$ cat src/rtl/div_seq_pkg.sv
// -----------------------------------------------------------------------------
// div_seq_pkg
// Shared arithmetic definitions for the sequential divider:
//   - DIV_WIDTH_DEFAULT : default operand/result width
//   - div_state_t       : controller state encoding (IDLE / RUN / DONE)
//   - div_count_width   : helper returning the iteration counter width
// -----------------------------------------------------------------------------
package div_seq_pkg;

   localparam int DIV_WIDTH_DEFAULT = 8;

   typedef logic [1:0] div_state_t;

   localparam div_state_t ST_IDLE = 2'd0;
   localparam div_state_t ST_RUN  = 2'd1;
   localparam div_state_t ST_DONE = 2'd2;

   // The counter must hold the value N itself, hence N+1 distinct values.
   function automatic int div_count_width(input int n);
      return $clog2(n + 1);
   endfunction

endpackage

$ cat src/rtl/div_seq_adder.sv
// -----------------------------------------------------------------------------
// div_seq_adder
// Parameterized ripple-carry adder, used by the divider as its trial
// subtractor (operand b pre-inverted, cin_i tied high).
// Ports:
//   a_i, b_i  in  W  addends
//   cin_i     in  1  carry in
//   sum_o     out W  a_i + b_i + cin_i (mod 2**W)
//   cout_o    out 1  carry out of the top bit
// -----------------------------------------------------------------------------
module div_seq_adder #(
   parameter int W = 9
) (
   input  logic [W-1:0] a_i,
   input  logic [W-1:0] b_i,
   input  logic         cin_i,
   output logic [W-1:0] sum_o,
   output logic         cout_o
);

   logic [W:0] carry;

   assign carry[0] = cin_i;

   genvar gi;
   generate
      for (gi = 0; gi < W; gi++) begin : g_bit
         assign sum_o[gi]     = a_i[gi] ^ b_i[gi] ^ carry[gi];
         assign carry[gi + 1] = (a_i[gi] & b_i[gi]) |
                                (a_i[gi] & carry[gi]) |
                                (b_i[gi] & carry[gi]);
      end
   endgenerate

   assign cout_o = carry[W];

endmodule

$ cat src/rtl/div_seq.sv
// -----------------------------------------------------------------------------
// div_seq
// Multi-cycle unsigned restoring divider. One quotient bit is resolved per
// RUN cycle; a zero divisor short-circuits straight to DONE.
// Ports:
//   clk          in  1  clock, rising edge
//   rst          in  1  synchronous active-high reset
//   start        in  1  request strobe, honoured only in IDLE
//   dividend     in  N  numerator, sampled with start
//   divisor      in  N  denominator, sampled with start
//   busy         out 1  high while not IDLE
//   done         out 1  one-cycle pulse, results valid
//   quotient     out N  result, held until next accepted start
//   remainder    out N  result, held until next accepted start
//   div_by_zero  out 1  result flag for a zero divisor
// -----------------------------------------------------------------------------
module div_seq
   import div_seq_pkg::*;
#(
   parameter int N = DIV_WIDTH_DEFAULT
) (
   input  logic         clk,
   input  logic         rst,
   input  logic         start,
   input  logic [N-1:0] dividend,
   input  logic [N-1:0] divisor,
   output logic         busy,
   output logic         done,
   output logic [N-1:0] quotient,
   output logic [N-1:0] remainder,
   output logic         div_by_zero
);

   localparam int            CW         = div_count_width(N);
   localparam logic [CW-1:0] COUNT_LOAD = CW'(N);
   localparam logic [CW-1:0] COUNT_LAST = CW'(1);

   div_state_t    state_q, state_d;
   logic [N-1:0]  q_q, q_d;          // dividend shifting out / quotient shifting in
   logic [N:0]    r_q, r_d;          // partial remainder
   logic [N-1:0]  d_q, d_d;          // latched divisor
   logic [CW-1:0] count_q, count_d;
   logic [N-1:0]  quotient_q, quotient_d;
   logic [N-1:0]  remainder_q, remainder_d;
   logic          dbz_q, dbz_d;
   logic          busy_q, busy_d;
   logic          done_q, done_d;

   logic [N:0]    shifted;
   logic [N:0]    sub_operand;
   logic [N:0]    trial;
   logic          no_borrow;

   // After a restore step the partial remainder is always below the divisor,
   // so its top bit never carries information into the next shift.
   logic          r_msb_unused;
   assign r_msb_unused = r_q[N];

   assign shifted     = {r_q[N-1:0], q_q[N-1]};
   assign sub_operand = ~{1'b0, d_q};

   // shifted - divisor as shifted + ~divisor + 1; carry out means no borrow.
   div_seq_adder #(
      .W (N + 1)
   ) u_trial_sub (
      .a_i    (shifted),
      .b_i    (sub_operand),
      .cin_i  (1'b1),
      .sum_o  (trial),
      .cout_o (no_borrow)
   );

   always_comb begin
      state_d     = state_q;
      q_d         = q_q;
      r_d         = r_q;
      d_d         = d_q;
      count_d     = count_q;
      quotient_d  = quotient_q;
      remainder_d = remainder_q;
      dbz_d       = dbz_q;

      case (state_q)
         ST_IDLE: begin
            if (start) begin
               if (divisor != '0) begin
                  q_d     = dividend;
                  r_d     = '0;
                  d_d     = divisor;
                  count_d = COUNT_LOAD;
                  dbz_d   = 1'b0;
                  state_d = ST_RUN;
               end else begin
                  quotient_d  = '1;
                  remainder_d = dividend;
                  dbz_d       = 1'b1;
                  state_d     = ST_DONE;
               end
            end
         end

         ST_RUN: begin
            r_d     = no_borrow ? trial : shifted;
            q_d     = {q_q[N-2:0], no_borrow};
            count_d = count_q - COUNT_LAST;
            if (count_q == COUNT_LAST) begin
               // Results are captured from the final iteration's outcome so
               // they appear together with done, never partially.
               quotient_d  = q_d;
               remainder_d = r_d[N-1:0];
               state_d     = ST_DONE;
            end
         end

         ST_DONE: begin
            state_d = ST_IDLE;
         end

         default: begin
            state_d = ST_IDLE;
         end
      endcase

      // Status flags are registered from the next state so they line up
      // with the state register without a decode after the flops.
      busy_d = (state_d != ST_IDLE);
      done_d = (state_d == ST_DONE);
   end

   always_ff @(posedge clk) begin
      if (rst) begin
         state_q     <= ST_IDLE;
         q_q         <= '0;
         r_q         <= '0;
         d_q         <= '0;
         count_q     <= '0;
         quotient_q  <= '0;
         remainder_q <= '0;
         dbz_q       <= 1'b0;
         busy_q      <= 1'b0;
         done_q      <= 1'b0;
      end else begin
         state_q     <= state_d;
         q_q         <= q_d;
         r_q         <= r_d;
         d_q         <= d_d;
         count_q     <= count_d;
         quotient_q  <= quotient_d;
         remainder_q <= remainder_d;
         dbz_q       <= dbz_d;
         busy_q      <= busy_d;
         done_q      <= done_d;
      end
   end

   assign busy        = busy_q;
   assign done        = done_q;
   assign quotient    = quotient_q;
   assign remainder   = remainder_q;
   assign div_by_zero = dbz_q;

endmodule

$ cat config.mk
export PLATFORM = sky130hd
export DESIGN_NAME = div_seq
export DESIGN_NICKNAME = d
export VERILOG_FILES = /design/src/rtl/div_seq_pkg.sv /design/src/rtl/div_seq_adder.sv /design/src/rtl/div_seq.sv
export SDC_FILE = /design/constraint.sdc
export NUM_CORES = 1
export LEC_CHECK = 0
export CORE_AREA = 4 4 71 73
export DETAILED_ROUTE_END_ITERATION = 6
export DIE_AREA = 0 0 75 77
export GPL_TIMING_DRIVEN = 0
export PLACE_DENSITY = 0.76
export SLEW_MARGIN = 40
export SYNTH_ARGS = -nofsm -noshare
export SYNTH_HDL_FRONTEND = slang
export SYNTH_SLANG_ARGS = --single-unit
$ cat constraint.sdc
create_clock -name clk -period 5.6 [get_ports clk]
set_input_delay 1.12 -clock clk [delete_from_list [all_inputs] [get_ports clk]]
set_output_delay 1.12 -clock clk [all_outputs]
set_load 0.02 [all_outputs]
# [After elaboration in Yosys (flattened, before gate mapping)]
# Index checks and enable logic that the tools add are counted.
[word_totals] output_inout_bits=19 regBits=49 wordCells=109 in_bits=19
[classes] reduce_logical=8 bitwise=60 n_mux=23 add_sub_neg=1 eq_ne=7
[ops] operator="two-way mux 8 bit" count=11
[ops] operator="case mux 8 bit (2 select lines)" count=4
[ops] operator="bitwise AND 1 bit" count=25
[ops] operator="bitwise OR 1 bit" count=18
[ops] operator="bitwise XOR 1 bit" count=15
[ops] operator="inverter 8 -> 9 bit" count=1
[ops] operator="two-way mux 4 bit" count=2
[ops] operator="!= test 2 bit, second input constant" count=4
[ops] operator="case mux 4 bit (2 select lines)" count=1
[ops] operator="nonzero test 8 bit" count=1
[ops] operator="two-way mux 2 bit" count=3
[ops] operator="AND reduction 3 bit" count=2
[ops] operator="equality test 4 x 1 -> 1 bit, second input constant" count=1
[ops] operator="case mux 2 bit (2 select lines)" count=1
[ops] operator="AND reduction 4 bit" count=1
[ops] operator="nonzero test 2 bit" count=2
[ops] operator="subtractor 4 x 1 -> 4 bit, second input constant" count=1
[ops] operator="equality test 2 x 1 -> 1 bit, second input constant" count=1
[ops] operator="equality test 2 bit, second input constant" count=1
[ops] operator="zero test 2 bit" count=1
[ops] operator="AND reduction 2 bit" count=1
[ops] operator="two-way mux 1 bit" count=1
[ops] operator="inverter 1 bit" count=1

# [Logic depth before layout (Yosys ltp)]
[depth] word_depth=31 ltp_mapped=16 depth_no_buf=14

# [Cells and area by module]
# From an unflattened synthesis, not the netlist that was laid out.
[hier_totals] cells_unflattened=238 hier_area_um2=2436.1
[modules_own_cells] module="div_seq" instances=1 area_per_inst_um2=2218.4 seq_area_each_um2=980.9 cells_each=219
[modules_own_cells] module="div_seq_adder" instances=1 area_per_inst_um2=217.7 seq_area_each_um2=0.0 cells_each=19

# [Worst setup path before layout]
# Ideal clock, no wire load.
[synth_path] kind="reg-to-reg" start="register q_q[7]" end="register remainder_q[0] (netlist: remainder[0])" required_ns=5.466 synth_period_minus_slack_ns=3.927 arrival_time_ns=3.793 setup_slack_ns=1.673 n_path_buf=2 stages_incl_launch_ff=17 setup_time_ns=0.134 cell_sequence="dfxtp_1 -> inv_1 -> ha_1 -> fa_1 -> fa_1 -> fa_1 -> fa_1 -> fa_1 -> fa_1 -> inv_1 -> fa_1 -> buf_2 -> or2_2 -> buf_2 -> a211oi_1 -> a221oi_1 -> a211oi_1"
[synth_via] elab_chain_cells=30 elab_cells_between_ends=40 classes_between="3 x mux; 37 x bitwise"
[synth_rtl] item="from (decl)" line="div_seq.sv:39" rtl="logic [N-1:0] q_q, q_d;"
[synth_rtl] item="from (signal assigned)" line="div_seq.sv:144" rtl="q_q <= q_d;"
[synth_rtl] item="bitwise AND 1 bit" line="div_seq_adder.sv:29" rtl="assign carry[gi + 1] = (a_i[gi] & b_i[gi]) |"
[synth_rtl] item="bitwise OR 1 bit" line="div_seq_adder.sv:29"
[synth_rtl] item="bitwise OR 1 bit" line="div_seq_adder.sv:30" rtl="(a_i[gi] & carry[gi]) |"
[synth_rtl] item="bitwise AND 1 bit" line="div_seq_adder.sv:30"
[synth_rtl] item="bitwise OR 1 bit" line="div_seq_adder.sv:29"
[synth_rtl] item="bitwise OR 1 bit" line="div_seq_adder.sv:30"
[synth_rtl] item="bitwise AND 1 bit" line="div_seq_adder.sv:30"
[synth_rtl] item="bitwise OR 1 bit" line="div_seq_adder.sv:29"
[synth_rtl] item="[14 not listed]"
[synth_rtl] item="bitwise OR 1 bit" line="div_seq_adder.sv:29"
[synth_rtl] item="bitwise OR 1 bit" line="div_seq_adder.sv:30"
[synth_rtl] item="bitwise AND 1 bit" line="div_seq_adder.sv:30"
[synth_rtl] item="bitwise OR 1 bit" line="div_seq_adder.sv:29"
[synth_rtl] item="bitwise OR 1 bit" line="div_seq_adder.sv:30"
[synth_rtl] item="two-way mux 8 bit (*)" line="div_seq.sv:103" rtl="r_d = no_borrow ? trial : shifted;"
[synth_rtl] item="two-way mux 8 bit (*)" line="div_seq.sv:106" rtl="if (count_q == COUNT_LAST) begin"
[synth_rtl] item="case mux 8 bit (2 select lines) (*)" line="div_seq.sv:83" rtl="case (state_q)"
[synth_rtl] item="to (signal assigned)" line="div_seq.sv:149" rtl="remainder_q <= remainder_d;"
[synth_rtl] item="to (decl)" line="div_seq.sv:44" rtl="logic [N-1:0] remainder_q, remainder_d;"
# Every way passes the cells marked *; elsewhere a longest branch is shown, timed or not. The select of a mux whose other input is x is not followed.
# A chain may end at the register's enable or synchronous reset.

# [Final worst setup path]
[layout_path] start="register q_q[7]" end="register remainder_q[5] (netlist: remainder[5])"
[layout_via] elab_chain_cells=30 elab_cells_between_ends=39 classes_between="3 x mux; 36 x bitwise"
[layout_rtl] item="bitwise AND 1 bit" line="div_seq_adder.sv:29"
[layout_rtl] item="bitwise OR 1 bit (*)" line="div_seq_adder.sv:29"
[layout_rtl] item="bitwise OR 1 bit (*)" line="div_seq_adder.sv:30"
[layout_rtl] item="bitwise AND 1 bit" line="div_seq_adder.sv:30"
[layout_rtl] item="bitwise OR 1 bit" line="div_seq_adder.sv:29"
[layout_rtl] item="bitwise OR 1 bit (*)" line="div_seq_adder.sv:30"
[layout_rtl] item="bitwise AND 1 bit" line="div_seq_adder.sv:30"
[layout_rtl] item="bitwise OR 1 bit" line="div_seq_adder.sv:29"
[layout_rtl] item="[14 not listed]"
[layout_rtl] item="bitwise OR 1 bit" line="div_seq_adder.sv:29"
[layout_rtl] item="bitwise OR 1 bit" line="div_seq_adder.sv:30"
[layout_rtl] item="bitwise AND 1 bit" line="div_seq_adder.sv:30"
[layout_rtl] item="bitwise OR 1 bit" line="div_seq_adder.sv:29"
[layout_rtl] item="bitwise OR 1 bit" line="div_seq_adder.sv:30"
[layout_rtl] item="two-way mux 8 bit (*)" line="div_seq.sv:103"
[layout_rtl] item="two-way mux 8 bit (*)" line="div_seq.sv:106"
[layout_rtl] item="case mux 8 bit (2 select lines) (*)" line="div_seq.sv:83"
# Marks and branches as above.

==> results.json <==
{
  "grt_pass1_vias": 1747,
  "cp_max_fo": 10,
  "post-place-ws_ns": 1.27,
  "finalMaxSlewViolations": 0,
  "first_pass_iters": 4,
  "worstSetupStartpointType": "flop",
  "pin_count": 38,
  "cts_max_path_buffers": 2,
  "drt-met1-wl_um": 2290,
  "worst-r2r-setup-slack_ns": 1.28,
  "final_common_cell": "dfxtp_1",
  "htree_levels": 2,
  "synth_area_um2": 2260,
  "p_leak_nw": 1.03,
  "rsz0062_at_grt": "no",
  "irDropWorstVdd_v": 0.000161,
  "ys_seq_area_frac": 0.435,
  "grt_pass1_wl_um": 8340,
  "grt_usage": 0.186,
  "synth_edf_count": 0,
  "fin_ws_ns": 1.28,
  "die_x_um": 75,
  "fill_cells": 390,
  "highest-signal-layer": "met4",
  "final_nets": 302,
  "clock-sinks": 49,
  "final-hold-violation-count": 0,
  "post_cts_buffers": 0,
  "multi_input_area_um2": 1100,
  "dp_hpwl_um": 3890,
  "outcome": "completed",
  "postCtsResizedCells": 0,
  "cp.required_ns": 5.77,
  "fin_util": 0.634,
  "tightest_slew_ns": 0.519,
  "clk_latency_ns": 0.30,
  "cts_made_buffers": 5,
  "ys_ff_latch": 49,
  "remaining_drc_errors": 0,
  "num_rows": 24,
  "coreArea_um2": 4350,
  "drt_iter0_drc": 162,
  "synth_cells": 230,
  "cts_tree": "done",
  "diodes": 0,
  "final_cell_mix": "dfxtp_1, clkdlybuf4s50_1, nor2_1",
  "cts_root_buf": "clkbuf_8",
  "worstPathArrival_ns": 4.49,
  "slew_headroom": 0.654,
  "fin_crit_sh": 0.771,
  "async_flop_share": 0,
  "yosysWarnings": 0,
  "postSynthAreaPerCell_um2": 9.81,
  "synth.net_count": 259,
  "tns_ns": 0,
  "maxCapViolations": 0,
  "drive_above_1_share": 0.113,
  "antenna_found_initial": 0,
  "dieArea_um2": 5780,
  "synthFlopType": "dfxtp_1",
  "grt-ovfl-total": 0,
  "initial_core_util": 0.518,
  "vias": 1865,
  "finalSetupViolCount": 0,
  "portBuffers": 36,
  "wl_met2_um": 2450,
  "die_h_um": 77,
  "final-seq-area_um2": 981,
  "cp-end-kind": "flop",
  "wl_um": 5190,
  "clkTransAtPathRegs_ns": 0.09,
  "wl_met3_um": 365,
  "via_per_inst": 5.72,
  "areaGrowthSynthToFinish_pct": 22.4,
  "min_path_type": "reg2reg",
  "critical_path_class": "reg2reg",
  "p_per_area_nw_per_um2": 283,
  "ant_nets": 0,
  "fin_crit_ns": 4.32,
  "max_freq_ghz": 0.232,
  "grt_max_degree": 14,
  "wire_per_inst_um": 15.9,
  "synth_cell_types": 36,
  "gp_congestion": 0.818,
  "skew_ns": 0.00854,
  "hold_buffers": 0
}
[critical path, stage by stage, from the launching register on]
cell and delay, ns:
dfxtp_1 0.37, inv_1 0.06, ha_1 0.20, fa_1 0.38, fa_1 0.39, fa_1 0.39
fa_1 0.39, fa_1 0.38, fa_1 0.36, inv_1 0.08, fa_1 0.15, buf_2 0.20
or2_2 0.13, buf_2 0.19, a211oi_1 0.13, a221oi_1 0.29, a211oi_1 0.09
[cell usage after synthesis (2+ instances only)]
| cell type | n | area (um^2) |
|---|---|---|
| nor3b_1 | 2 | 15.0 |
| o221a_2 | 8 | 90.1 |
| mux2i_1 | 16 | 160 |
| a21oi_1 | 12 | 60.1 |
| nor4_4 | 2 | 42.5 |
| a211oi_1 | 16 | 120 |
| buf_6 | 2 | 22.5 |
| buf_2 | 7 | 35.0 |
| nor3_1 | 9 | 45.0 |
| nand2_1 | 2 | 7.51 |
| dfxtp_1 | 49 | 981 |
| ha_1 | 3 | 37.5 |
| inv_1 | 20 | 75.1 |
| nor2_1 | 23 | 86.3 |
| a221oi_1 | 8 | 70.1 |
| a31oi_1 | 9 | 56.3 |
| clkbuf_1 | 8 | 30.0 |
| fa_1 | 7 | 140 |
| o21ai_0 | 10 | 50.1 |
[cell type report]
class,count,area share
Buffer,18,0.0344
Clock buffer,8,0.0290
Inverter,21,0.0285
Multi-Input combinational cell,142,0.399
Sequential cell,49,0.355
Tap cell,52,0.0236
Timing Repair Buffer,36,0.130
[path summary, 6_finish.rpt]
| path | startpoint | endpoint | cells past startpoint |
|---|---|---|---|
| worst max-delay path | q_q[7] | remainder[5] | 16 |
| worst min-delay path | remainder[2] | remainder[2] | 2 |
| worst max register to register | q_q[7] | remainder[5] | 16 |
| worst min register to register | remainder[2] | remainder[2] | 2 |
[per-layer routing]
| layer | GRT usage | vias up |
|---|---|---|
| met1 | 0.248 | 883 |
| met5 | 0 | - |
| met3 | 0.0536 | 12 |
| li1 | - | 910 |
| met4 | 0.0534 | 0 |
| met2 | 0.289 | 60 |
[stage by stage]
step	hold WS [ns]	std cells	power (W)	area [um^2]
2_1_floorplan	0.460	230	0.000527	2260
3_3_place_gp	0.444	318	0.000585	2680
3_5_place_dp	0.451	318	0.000589	2680
4_1_cts	0.463	326	0.000785	2760
5_1_grt	0.474	326	0.000829	2760
6_report	0.459	326	0.000782	2760
[flip-flops by register name (all words and copies together) (netlist names)]
name,cells
q_q,8
remainder,8
busy,1
done,1
div_by_zero,1
r_q,8
state_q,2
d_q,8
count_q,4
quotient,8
[kinds of logic (layout without fill, tap and decap cells)]
logic type | count (synthesis) | after routing | synth area share
muxes | 17 | 17 | 0.0760
adders and majority gates | 10 | 10 | 0.0788
AOI/OAI and AO/OA | 66 | 66 | 0.210
and+or+nand+nor | 48 | 48 | 0.119
DFF | 49 | 49 | 0.435
buffers and inverters | 39 | 83 | 0.0771
xor gates and xnor gates | 1 | 1 | 0.00388
[power breakdown]
group	leakage, nW	switching [W]	total, W	internal (W)
Sequential	0.401	0.0000190	0.000393	0.000374
Clock	0.0395	0.000110	0.000199	0.0000890
Combinational	0.588	0.000108	0.000190	0.0000824
No activity file was read; power rests on OpenSTA's default activity.
